[config.mk]
export PLATFORM = sky130hd
export DESIGN_NAME = mem20_sched_flat
export DESIGN_NICKNAME = d
export VERILOG_FILES = /design/src/rtl/mem20_sched_pkg.sv /design/src/rtl/mem20_sched_if.sv /design/src/rtl/mem20_sched_rr_arb.sv /design/src/rtl/mem20_sched.sv /design/src/flat_wrapper.sv
export SDC_FILE = /design/constraint.sdc
export NUM_CORES = 1
export LEC_CHECK = 0
export CAP_MARGIN = 20
export CORE_MARGIN = 2
export CORE_UTILIZATION = 42
export DETAILED_ROUTE_END_ITERATION = 8
export PLACE_DENSITY = 0.77
export REMOVE_ABC_BUFFERS = 1
export SETUP_SLACK_MARGIN = 0.5
export SLEW_MARGIN = 20
export SYNTH_ARGS = -nofsm -noshare
export SYNTH_HDL_FRONTEND = slang
export SYNTH_HIERARCHICAL = 1
export SYNTH_SLANG_ARGS = --single-unit
[constraint.sdc]
create_clock -name clk -period 3.3 [get_ports clk]
set_input_delay 0.495 -clock clk [delete_from_list [all_inputs] [get_ports clk]]
set_output_delay 0.495 -clock clk [all_outputs]
set_load 0.02 [all_outputs]
[src/rtl/mem20_sched_pkg.sv]
// Shared constants for the mem20 serial-output schedulers.
// Latency: n/a (constants and a helper function only).
// Backpressure: n/a.
package me_ser_pkg;

  // Default serial word width; matches the mem20 register.
  localparam int DW_DEFAULT = 20;

  // Counter value of the last shift cycle of a default-width word.
  localparam int SHIFT_LAST = DW_DEFAULT - 2;

  // Sequencer state encoding (kept as plain constants for legacy tools).
  localparam logic [1:0] ST_IDLE  = 2'd0;
  localparam logic [1:0] ST_LOAD  = 2'd1;
  localparam logic [1:0] ST_SHIFT = 2'd2;

  // Increment an index modulo n (used for the round-robin pointer).
  function automatic int wrap_inc(input int idx, input int n);
    return (idx + 1 >= n) ? 0 : idx + 1;
  endfunction

endpackage

[src/rtl/mem20_sched_if.sv]
// Requester bundle for the mem20 scheduler: valid/data in, one-cycle ack out.
// Latency: ack is a registered pulse in the cycle the word is taken.
// Backpressure: a requester holds valid/data until it sees its ack.
interface mem20_sched_if
  import me_ser_pkg::*;
#(
  parameter int NREQ = 4,
  parameter int DW   = DW_DEFAULT
) ();

  logic [NREQ-1:0]    req_valid;
  logic [NREQ*DW-1:0] req_data;
  logic [NREQ-1:0]    req_ack;

  // Producers drive valid/data and watch ack.
  modport master (
    output req_valid,
    output req_data,
    input  req_ack
  );

  // The scheduler consumes valid/data and returns ack.
  modport slave (
    input  req_valid,
    input  req_data,
    output req_ack
  );

endinterface

[src/rtl/mem20_sched_rr_arb.sv]
// Round-robin arbiter: request vector + start pointer -> one-hot grant and index.
// Latency: purely combinational.
// Backpressure: none; the caller decides when a grant is consumed.
module rr_arb #(
  parameter int NREQ = 4,
  parameter int IDW  = 2
) (
  input  logic [NREQ-1:0] req_i,
  input  logic [IDW-1:0]  ptr_i,
  output logic [NREQ-1:0] gnt_o,
  output logic [IDW-1:0]  idx_o,
  output logic            any_o
);

  int             j;
  logic [IDW-1:0] jx;
  logic           found;

  assign any_o = |req_i;

  // Scan ptr, ptr+1, ... modulo NREQ and grant the first active request.
  always_comb begin
    gnt_o = '0;
    idx_o = '0;
    found = 1'b0;
    j     = 0;
    jx    = '0;
    for (int i = 0; i < NREQ; i++) begin
      j = int'(ptr_i) + i;
      if (j >= NREQ) j = j - NREQ;
      jx = IDW'(j);
      if (!found && req_i[jx]) begin
        found     = 1'b1;
        gnt_o[jx] = 1'b1;
        idx_o     = jx;
      end
    end
  end

endmodule

[src/rtl/mem20_sched.sv]
// Feeds mem20 one DW-bit word every DW cycles from NREQ requesters; FIXED_PRIO_EN selects fixed priority.
// Latency: ack/en_input/data_raw registered one cycle after arbitration; framing one cycle after LOAD.
// Backpressure: requesters hold valid/data until acked; an un-acked word may be withdrawn.
module mem20_sched
  import me_ser_pkg::*;
#(
  parameter int NREQ = 4,
  parameter int DW   = DW_DEFAULT,
  parameter int IDW  = 2
) (
  input  logic                clk,
  input  logic                rst,
  mem20_sched_if.slave        req_if,
  output logic                ser_rst_n,
  output logic                en_input,
  output logic [DW-1:0]       data_raw,
  output logic [IDW-1:0]      grant_id,
  output logic                frame_start,
  output logic                bit_valid,
  output logic                busy
);

  localparam int            CW       = $clog2(DW);
  localparam logic [CW-1:0] CNT_LAST = CW'(DW - 2);

  logic [1:0]      state_q, state_d;
  logic [CW-1:0]   cnt_q, cnt_d;
  logic            en_input_q, en_input_d;
  logic [DW-1:0]   data_raw_q, data_raw_d;
  logic [NREQ-1:0] req_ack_q, req_ack_d;
  logic [IDW-1:0]  grant_id_q, grant_id_d;
  logic            frame_start_q, bit_valid_q, ser_rst_n_q;

  logic [NREQ-1:0] arb_gnt;
  logic [IDW-1:0]  arb_idx;
  logic            arb_any;
  logic [IDW-1:0]  arb_ptr;
  logic [DW-1:0]   win_data;
  logic            load_now;

`ifdef FIXED_PRIO_EN
  // Fixed priority: always search from requester 0.
  assign arb_ptr = '0;
`else
  logic [IDW-1:0] ptr_q, ptr_d;

  // Next search starts just past the requester that won.
  always_comb begin
    ptr_d = ptr_q;
    if (load_now) ptr_d = IDW'(wrap_inc(int'(arb_idx), NREQ));
  end

  // Round-robin pointer register.
  always_ff @(posedge clk or posedge rst) begin
    if (rst) ptr_q <= '0;
    else     ptr_q <= ptr_d;
  end

  assign arb_ptr = ptr_q;
`endif

  rr_arb #(
    .NREQ (NREQ),
    .IDW  (IDW)
  ) u_arb (
    .req_i (req_if.req_valid),
    .ptr_i (arb_ptr),
    .gnt_o (arb_gnt),
    .idx_o (arb_idx),
    .any_o (arb_any)
  );

  // Select the winning requester's word from the packed data bus.
  always_comb begin
    win_data = '0;
    for (int i = 0; i < NREQ; i++) begin
      if (arb_gnt[i]) win_data = req_if.req_data[i*DW +: DW];
    end
  end

  // Sequencer: IDLE -> LOAD (1 cycle) -> SHIFT (DW-1 cycles) -> LOAD or IDLE.
  always_comb begin
    state_d    = state_q;
    cnt_d      = cnt_q;
    en_input_d = 1'b0;
    req_ack_d  = '0;
    data_raw_d = data_raw_q;
    grant_id_d = grant_id_q;
    load_now   = 1'b0;
    case (state_q)
      ST_IDLE: load_now = arb_any;
      ST_LOAD: begin
        state_d = ST_SHIFT;
        cnt_d   = '0;
      end
      ST_SHIFT: begin
        cnt_d = cnt_q + 1'b1;
        if (cnt_q == CNT_LAST) begin
          if (arb_any) load_now = 1'b1;
          else         state_d  = ST_IDLE;
        end
      end
      default: state_d = ST_IDLE;
    endcase
    // A grant registers the load strobe, word, ack and index together.
    if (load_now) begin
      state_d    = ST_LOAD;
      cnt_d      = '0;
      en_input_d = 1'b1;
      data_raw_d = win_data;
      req_ack_d  = arb_gnt;
      grant_id_d = arb_idx;
    end
  end

  // State, counter and registered mem20/requester outputs.
  always_ff @(posedge clk or posedge rst) begin
    if (rst) begin
      state_q    <= ST_IDLE;
      cnt_q      <= '0;
      en_input_q <= 1'b0;
      data_raw_q <= '0;
      req_ack_q  <= '0;
      grant_id_q <= '0;
    end else begin
      state_q    <= state_d;
      cnt_q      <= cnt_d;
      en_input_q <= en_input_d;
      data_raw_q <= data_raw_d;
      req_ack_q  <= req_ack_d;
      grant_id_q <= grant_id_d;
    end
  end

  // Framing delayed one cycle from LOAD/SHIFT so it lines up with s_out_port.
  always_ff @(posedge clk or posedge rst) begin
    if (rst) begin
      frame_start_q <= 1'b0;
      bit_valid_q   <= 1'b0;
    end else begin
      frame_start_q <= (state_q == ST_LOAD);
      bit_valid_q   <= (state_q == ST_LOAD) || (state_q == ST_SHIFT);
    end
  end

  // mem20 reset follows rst, released on the first edge after rst drops.
  always_ff @(posedge clk or posedge rst) begin
    if (rst) ser_rst_n_q <= 1'b0;
    else     ser_rst_n_q <= 1'b1;
  end

  assign req_if.req_ack = req_ack_q;
  assign ser_rst_n      = ser_rst_n_q;
  assign en_input       = en_input_q;
  assign data_raw       = data_raw_q;
  assign grant_id       = grant_id_q;
  assign frame_start    = frame_start_q;
  assign bit_valid      = bit_valid_q;
  assign busy           = (state_q == ST_LOAD) || (state_q == ST_SHIFT);

endmodule

[src/flat_wrapper.sv]
// flat-port wrapper written by rule: the top's interface ports become plain ports
module mem20_sched_flat import me_ser_pkg::*;
#(
  parameter int NREQ = 4,
  parameter int DW   = DW_DEFAULT,
  parameter int IDW  = 2
)
  (clk, rst, ser_rst_n, en_input, data_raw, grant_id, frame_start, bit_valid, busy, req_if_req_valid, req_if_req_data, req_if_req_ack);
  mem20_sched_if #(.NREQ(NREQ), .DW(DW)) req_if_i ();
  input  logic clk;
  input  logic rst;
  output logic ser_rst_n;
  output logic en_input;
  output logic [DW-1:0] data_raw;
  output logic [IDW-1:0] grant_id;
  output logic frame_start;
  output logic bit_valid;
  output logic busy;
  input wire logic [$bits(req_if_i.req_valid)-1:0] req_if_req_valid;
  input wire logic [$bits(req_if_i.req_data)-1:0] req_if_req_data;
  output wire logic [$bits(req_if_i.req_ack)-1:0] req_if_req_ack;
  assign req_if_i.req_valid = req_if_req_valid;
  assign req_if_i.req_data = req_if_req_data;
  assign req_if_req_ack = req_if_i.req_ack;
  mem20_sched #(.NREQ(NREQ), .DW(DW), .IDW(IDW)) u_core (.clk(clk), .rst(rst), .req_if(req_if_i), .ser_rst_n(ser_rst_n), .en_input(en_input), .data_raw(data_raw), .grant_id(grant_id), .frame_start(frame_start), .bit_valid(bit_valid), .busy(busy));
endmodule
**Yosys cells after proc, flatten, opt, wreduce, memory -nomap -nowiden**

Index checks and enable logic that the tools add are counted.

- Flip-flop bits (word level): 39
- Input bits: 86
- Logic and storage cells: 103

- Add/subtract/negate cells: 9
- $lt $le $gt $ge: 13
- Eq/ne operators: 6
- Multiplexer cells: 47
- Bitwise operators: 3
- Reduce and logical (&&, ||, !) cells: 15

Operator list:

| operator | number |
|---|---|
| 20-bit two-way mux | 4 |
| 2-bit two-way mux | 12 |
| 4-bit two-way mux | 5 |
| 1-bit two-way mux | 14 |
| 3-bit >= comparator, second input constant | 4 |
| 2-bit by 3-bit less-than comparator with 1-bit output, second input constant | 4 |
| 4-bit OR | 3 |
| 5-bit one-hot mux with 2 select lines | 1 |
| 1-bit binary-select mux with 2-bit select | 4 |
| 1-bit demux with 2-bit select | 4 |
| 2-bit by 1-bit >= comparator with 1-bit output, second input constant | 4 |
| 2-bit by 1-bit subtractor with 2-bit output, second input constant | 4 |
| 1-bit logical AND | 7 |
| 2-bit by 1-bit adder with 3-bit output, second input constant | 2 |
| 2-bit by 2-bit adder with 3-bit output, second input constant | 2 |
| 2-bit one-hot mux with 3 select lines | 1 |
| 5-bit by 1-bit adder with 5-bit output, second input constant | 1 |
| 5-bit equality test, second input constant | 1 |
| 5-bit two-way mux | 1 |
| 4-bit OR reduction | 1 |
| 2-bit by 3-bit >= comparator with 1-bit output, second input constant | 1 |
| 1-bit zero test | 3 |
| 3-bit by 1-bit != test with 1-bit output, second input constant | 1 |
| 3-bit != test, second input constant | 1 |
| other kinds (8) | 8 |

**Longest topological paths before layout**

- Depth after elaboration: 18
- Depth in mapped cells: 14
- Mapped depth without buffers: 10

**Hierarchy**

The synthesis kept the hierarchy.

Modules (own cells, without submodules):

| module | times used | cells an instance | area each (µm²) | seq. area each (µm²) |
|---|---|---|---|---|
| mem20_sched | 1 | 198 | 2108.3 | 975.9 |
| rr_arb | 1 | 51 | 446.7 | 0.0 |

**Worst setup path after synthesis**

OpenSTA, ideal clock, no wires.

- Path type: reg-to-reg
- From: reg u_core.ptr_q[1] (netlist: u_core/arb_ptr[1])
- To: reg u_core.data_raw_q[0] (netlist: u_core/data_raw[0])
- Arrival: 2.881 ns
- Data required time: 3.205 ns
- Path slack: 0.324 ns
- Cell stages (with the launch flop): 14
- Path buffers: 4
- Cell sequence: dfrtp_1 -> clkbuf_4 -> inv_1 -> ha_1 -> buf_2 -> mux4_2 -> nor2b_4 -> a22oi_1 -> o21ai_0 -> nand2b_1 -> buf_2 -> buf_2 -> o22ai_1 -> o31ai_1

- Elaborated cells on any way between the ends: 63
- Classes of those cells: add/sub: 7; order compare: 12; mux: 31; bitwise: 3; reduce/logical: 10

RTL lines:

| item | line | source |
|---|---|---|
| start, declared | mem20_sched.sv:45 | `logic [IDW-1:0] ptr_q, ptr_d;` |
| start signal, assigned | mem20_sched.sv:56 | `else ptr_q <= ptr_d;` |
| parallel branches: the longest is 13 deep, another holds 2-bit by 1-bit adder with 3-bit output | -- |  |
| 4-bit two-way mux (*) | mem20_sched_rr_arb.sv:32 | `if (!found && req_i[jx]) begin` |
| net u_core.arb_gnt[3] | mem20_sched.sv:34 | `logic [NREQ-1:0] arb_gnt;` |
| 20-bit two-way mux (*) | mem20_sched.sv:77 | `if (arb_gnt[i]) win_data = req_if.req_data[i*DW +: DW];` |
| end signal, assigned | mem20_sched.sv:129 | `data_raw_q <= data_raw_d;` |
| end, declared | mem20_sched.sv:29 | `logic [DW-1:0] data_raw_q, data_raw_d;` |

Mark *: on every way through the listed nets, which the timed path passes. The select of a mux whose other input is x is not followed.
A chain may end at the register's enable or synchronous reset.

**Final worst setup path**

- From: reg u_core.ptr_q[1] (netlist: u_core/arb_ptr[1])
- To: reg u_core.data_raw_q[7] (netlist: u_core/data_raw[7])

Same word-level chain as after synthesis.

==> results_dict.tcl <==
set metrics [dict create \
    crit_type "register to register" \
    wl_um 7944 \
    antenna_found_initial 0 \
    cp-start-kind "register" \
    yosys-top-cells-count "dfrtp_1, o211ai_1, a221oi_1, o22ai_1, o31ai_1" \
    ys_ff_latch 39 \
    syn_area_sq_um 2555 \
    drc 0 \
    seqCellArea_sq_um 975.9 \
    vias 2591 \
    track_usage 0.2328 \
    nFillCells 463 \
    cp-endpoint "u_core/data_raw[7]" \
    cap_violations 0 \
    multi_input_area_sq_um 1446 \
    vdd_drop_max_uv 767.3 \
    clk_transition_reported_paths_ns 0.08 \
    syn2layout_area_growth_pct 56.42 \
    fp.dieH_um 82.00 \
    cts-root-buf "clkbuf_8" \
    max_freq_mhz 378.3 \
    clockBufferDepth 2 \
    p_per_area_nw_per_um2 1085 \
    via_per_inst 5.916 \
    holdCritPathClass "register to register" \
    postLayoutCoreUtil 0.6790 \
    finalHoldViolations 0 \
    synth.most_common_cell "dfrtp_1" \
    period_minus_slack_ns 2.644 \
    dp_slack_ns 0.04033 \
    tightest_slew_ns 0.5592 \
    yosys-mux-area-fraction 0.07640 \
    initial_utilization 0.4341 \
    ios 117 \
    grt_pass1_vias 2434 \
    ys.warnings.count 6 \
    ys_seq_area_frac 0.3820 \
    dp_hpwl_um 5616 \
    clkSinkCount 39 \
    gp_congestion 0.7968 \
    setup.worst_path.start "u_core/arb_ptr[1]" \
    max-slew-margin-rel 0.6240 \
    synth_ff_type "dfrtp_1" \
    insertion_delay_ns 0.30 \
    p_leak_nw 1.585 \
    synth_area_leaders "dfrtp_1, a221oi_1, o211ai_1" \
    synth.avg_cell_area_sq_um 10.26 \
    diodes 0 \
    dieArea_sq_um 6723 \
    rsz0062_at_grt "false" \
    grt_start_max_net_pins 40 \
    postCtsHoldBufs 0 \
    cts_tree "done" \
    ys_async_sr_fraction 1.000 \
    critPathRequiredTime_ns 3.50 \
    finalSetupViolCount 0 \
    cts_buffers 5 \
    reg2reg_from "u_core/arb_ptr[1]" \
    drtIter0Drc 130 \
    cts.htree.levels 2 \
    rrSetupSlack_ns 0.66 \
    synth_top_family_by_area "compound AO/OA/AOI/OAI gates" \
    drive_gt1_frac 0.1322 \
    yosysUniqueCellTypes 45 \
    cp.arrival_ns 2.84 \
    synth-edff-count 0 \
    synth_compound_area_frac 0.3105 \
    crit_path_end_kind "register" \
    nNetsFinal 459 \
    port_buffers 116 \
    gr-total-overflow 0 \
    yosys.area.top_type_share 0.3820 \
    r2r_end "u_core/data_raw[7]" \
    yosys.area_share.simple 0.1058 \
    yosys.area_share.xor_xnor 0 \
    fp-row-count 28 \
    core_sq_um 5886 \
    worst_slack_ns 0.6563 \
    finalCritPeriodShare 0.8011 \
    reg2regPathDepth 11 \
    synth_fa_ha_area_frac 0.05387 \
    final-max-slew-violation-count 0 \
    status "finished clean" \
    die_w_um 82.00 \
    ant_nets 0 \
    yosys.area.top_type "dfrtp_1" \
    syn_inst 249 \
    wire_per_inst_um 18.14 \
    dr.pass1.iters 4 \
    cp_max_fo 19 \
    skew_ns 0.009558 \
    grt_pass1_wl_um 11950 \
]
-- worst min-delay path by stage --
stage	startpoint	end	slack [ns]	cells past startpoint
detailed placement	u_core/grant_id[0]	u_core/grant_id[0]	0.50	1
floorplan	u_core/state_q[1]	u_core/state_q[1]	0.51	1
CTS	u_core/data_raw[18]	u_core/data_raw[18]	0.52	1
global route	u_core/data_raw[18]	u_core/data_raw[18]	0.54	1
finish	u_core/data_raw[18]	u_core/data_raw[18]	0.52	1
global placement	u_core/data_raw[18]	u_core/data_raw[18]	0.50	1
-- kinds of logic (layout without fill, tap and decap cells) --
logic type / Yosys count / count (layout)
compound gates: 109 / 109
other cells: 1 / 1
simple gates: 40 / 40
mux: 13 / 13
fa+ha+maj: 11 / 11
buf+inv: 36 / 150
flops: 39 / 39
-- per-stage QoR --
stage	power, mW	TNS, ns	instance area (sq um)	hold slack, ns	cells
global placement	3.668	0	3789	0.4979	426
floorplan	2.619	-14.50	2421	0.5074	225
CTS	4.188	0	3910	0.5175	435
detailed placement	3.749	0	3789	0.4965	426
global route	4.642	0	3996	0.5420	438
finish	4.337	0	3996	0.5164	438
-- placed cells by master (no fill, tap or decap), types with 2 or more instances in the layout --
cell / count
inv_1: 11
nor2_1: 7
ha_1: 10
o31ai_1: 20
nand2_1: 6
dfrtp_1: 39
nand3b_1: 3
buf_12: 4
mux2_2: 5
a221oi_2: 4
o21ai_1: 2
nor3_1: 2
a221oi_1: 16
a31oi_1: 2
o211ai_1: 21
clkdlybuf4s50_1: 112
mux2i_1: 3
clkbuf_8: 5
nor3b_1: 2
nor2b_1: 2
dlymetal6s2s_1: 3
a21oi_1: 3
and2_1: 3
a22oi_1: 8
mux4_2: 3
o21ai_2: 2
nand3_1: 5
o22ai_1: 20
buf_4: 10
o21ai_0: 7
-- metal layers --
metal  track usage  vias up  share of wire
met5             0        -              0
met4       0.08500        0          0.026
met3       0.04835       16          0.053
met2        0.3927      107           0.52
met1        0.2934     1255           0.40
li1              -     1213              -
-- where the power goes --
group | leakage [nW] | total, mW | switching [mW] | internal, mW
sequential | 0.494 | 0.795 | 0.102 | 0.693
combinational | 1.03 | 3.14 | 1.67 | 1.47
clock | 0.0581 | 0.399 | 0.174 | 0.225
total | 1.59 | 4.34 | 1.95 | 2.39
-- state kept, by name, indices dropped and copies added, names as in the netlist --
signal	count
u_core/req_if.req_ack	4
u_core/en_input	1
u_core/arb_ptr	2
u_core/state_q	2
u_core/cnt_q	5
u_core/data_raw	20
u_core/bit_valid	1
u_core/ser_rst_n	1
u_core/frame_start	1
u_core/grant_id	2
-- critical path, cell delays in order (launching register included) --
cell and delay, ns:
dfrtp_1 0.35, inv_1 0.09, ha_4 0.33, mux4_2 0.43, nor3_4 0.30, a22oi_1 0.10, o21ai_0 0.09, buf_4 0.16
nand2b_1 0.15, buf_12 0.16, o22ai_1 0.10, o31ai_1 0.27
-- what timing repair did --
| item | 4_1_cts | 5_1_grt |
|---|---|---|
| endpoints found under the hold margin | 0 | 0 |
| buffers inserted | 1 | 3 |
| pin swaps | 0 | 2 |
| resized for setup | 3 | 11 |
| endpoints found under the setup margin | 20 | 22 |
-- area by class of cell --
cell class | count | area share
Sequential cell | 39 | 0.2442
Inverter | 12 | 0.01127
Clock inverter | 3 | 0.01096
Multi-Input combinational cell | 174 | 0.3619
Tap cell | 75 | 0.02348
Timing Repair Buffer | 130 | 0.3309
Clock buffer | 5 | 0.01722
Power figures use the tool's default switching activity.
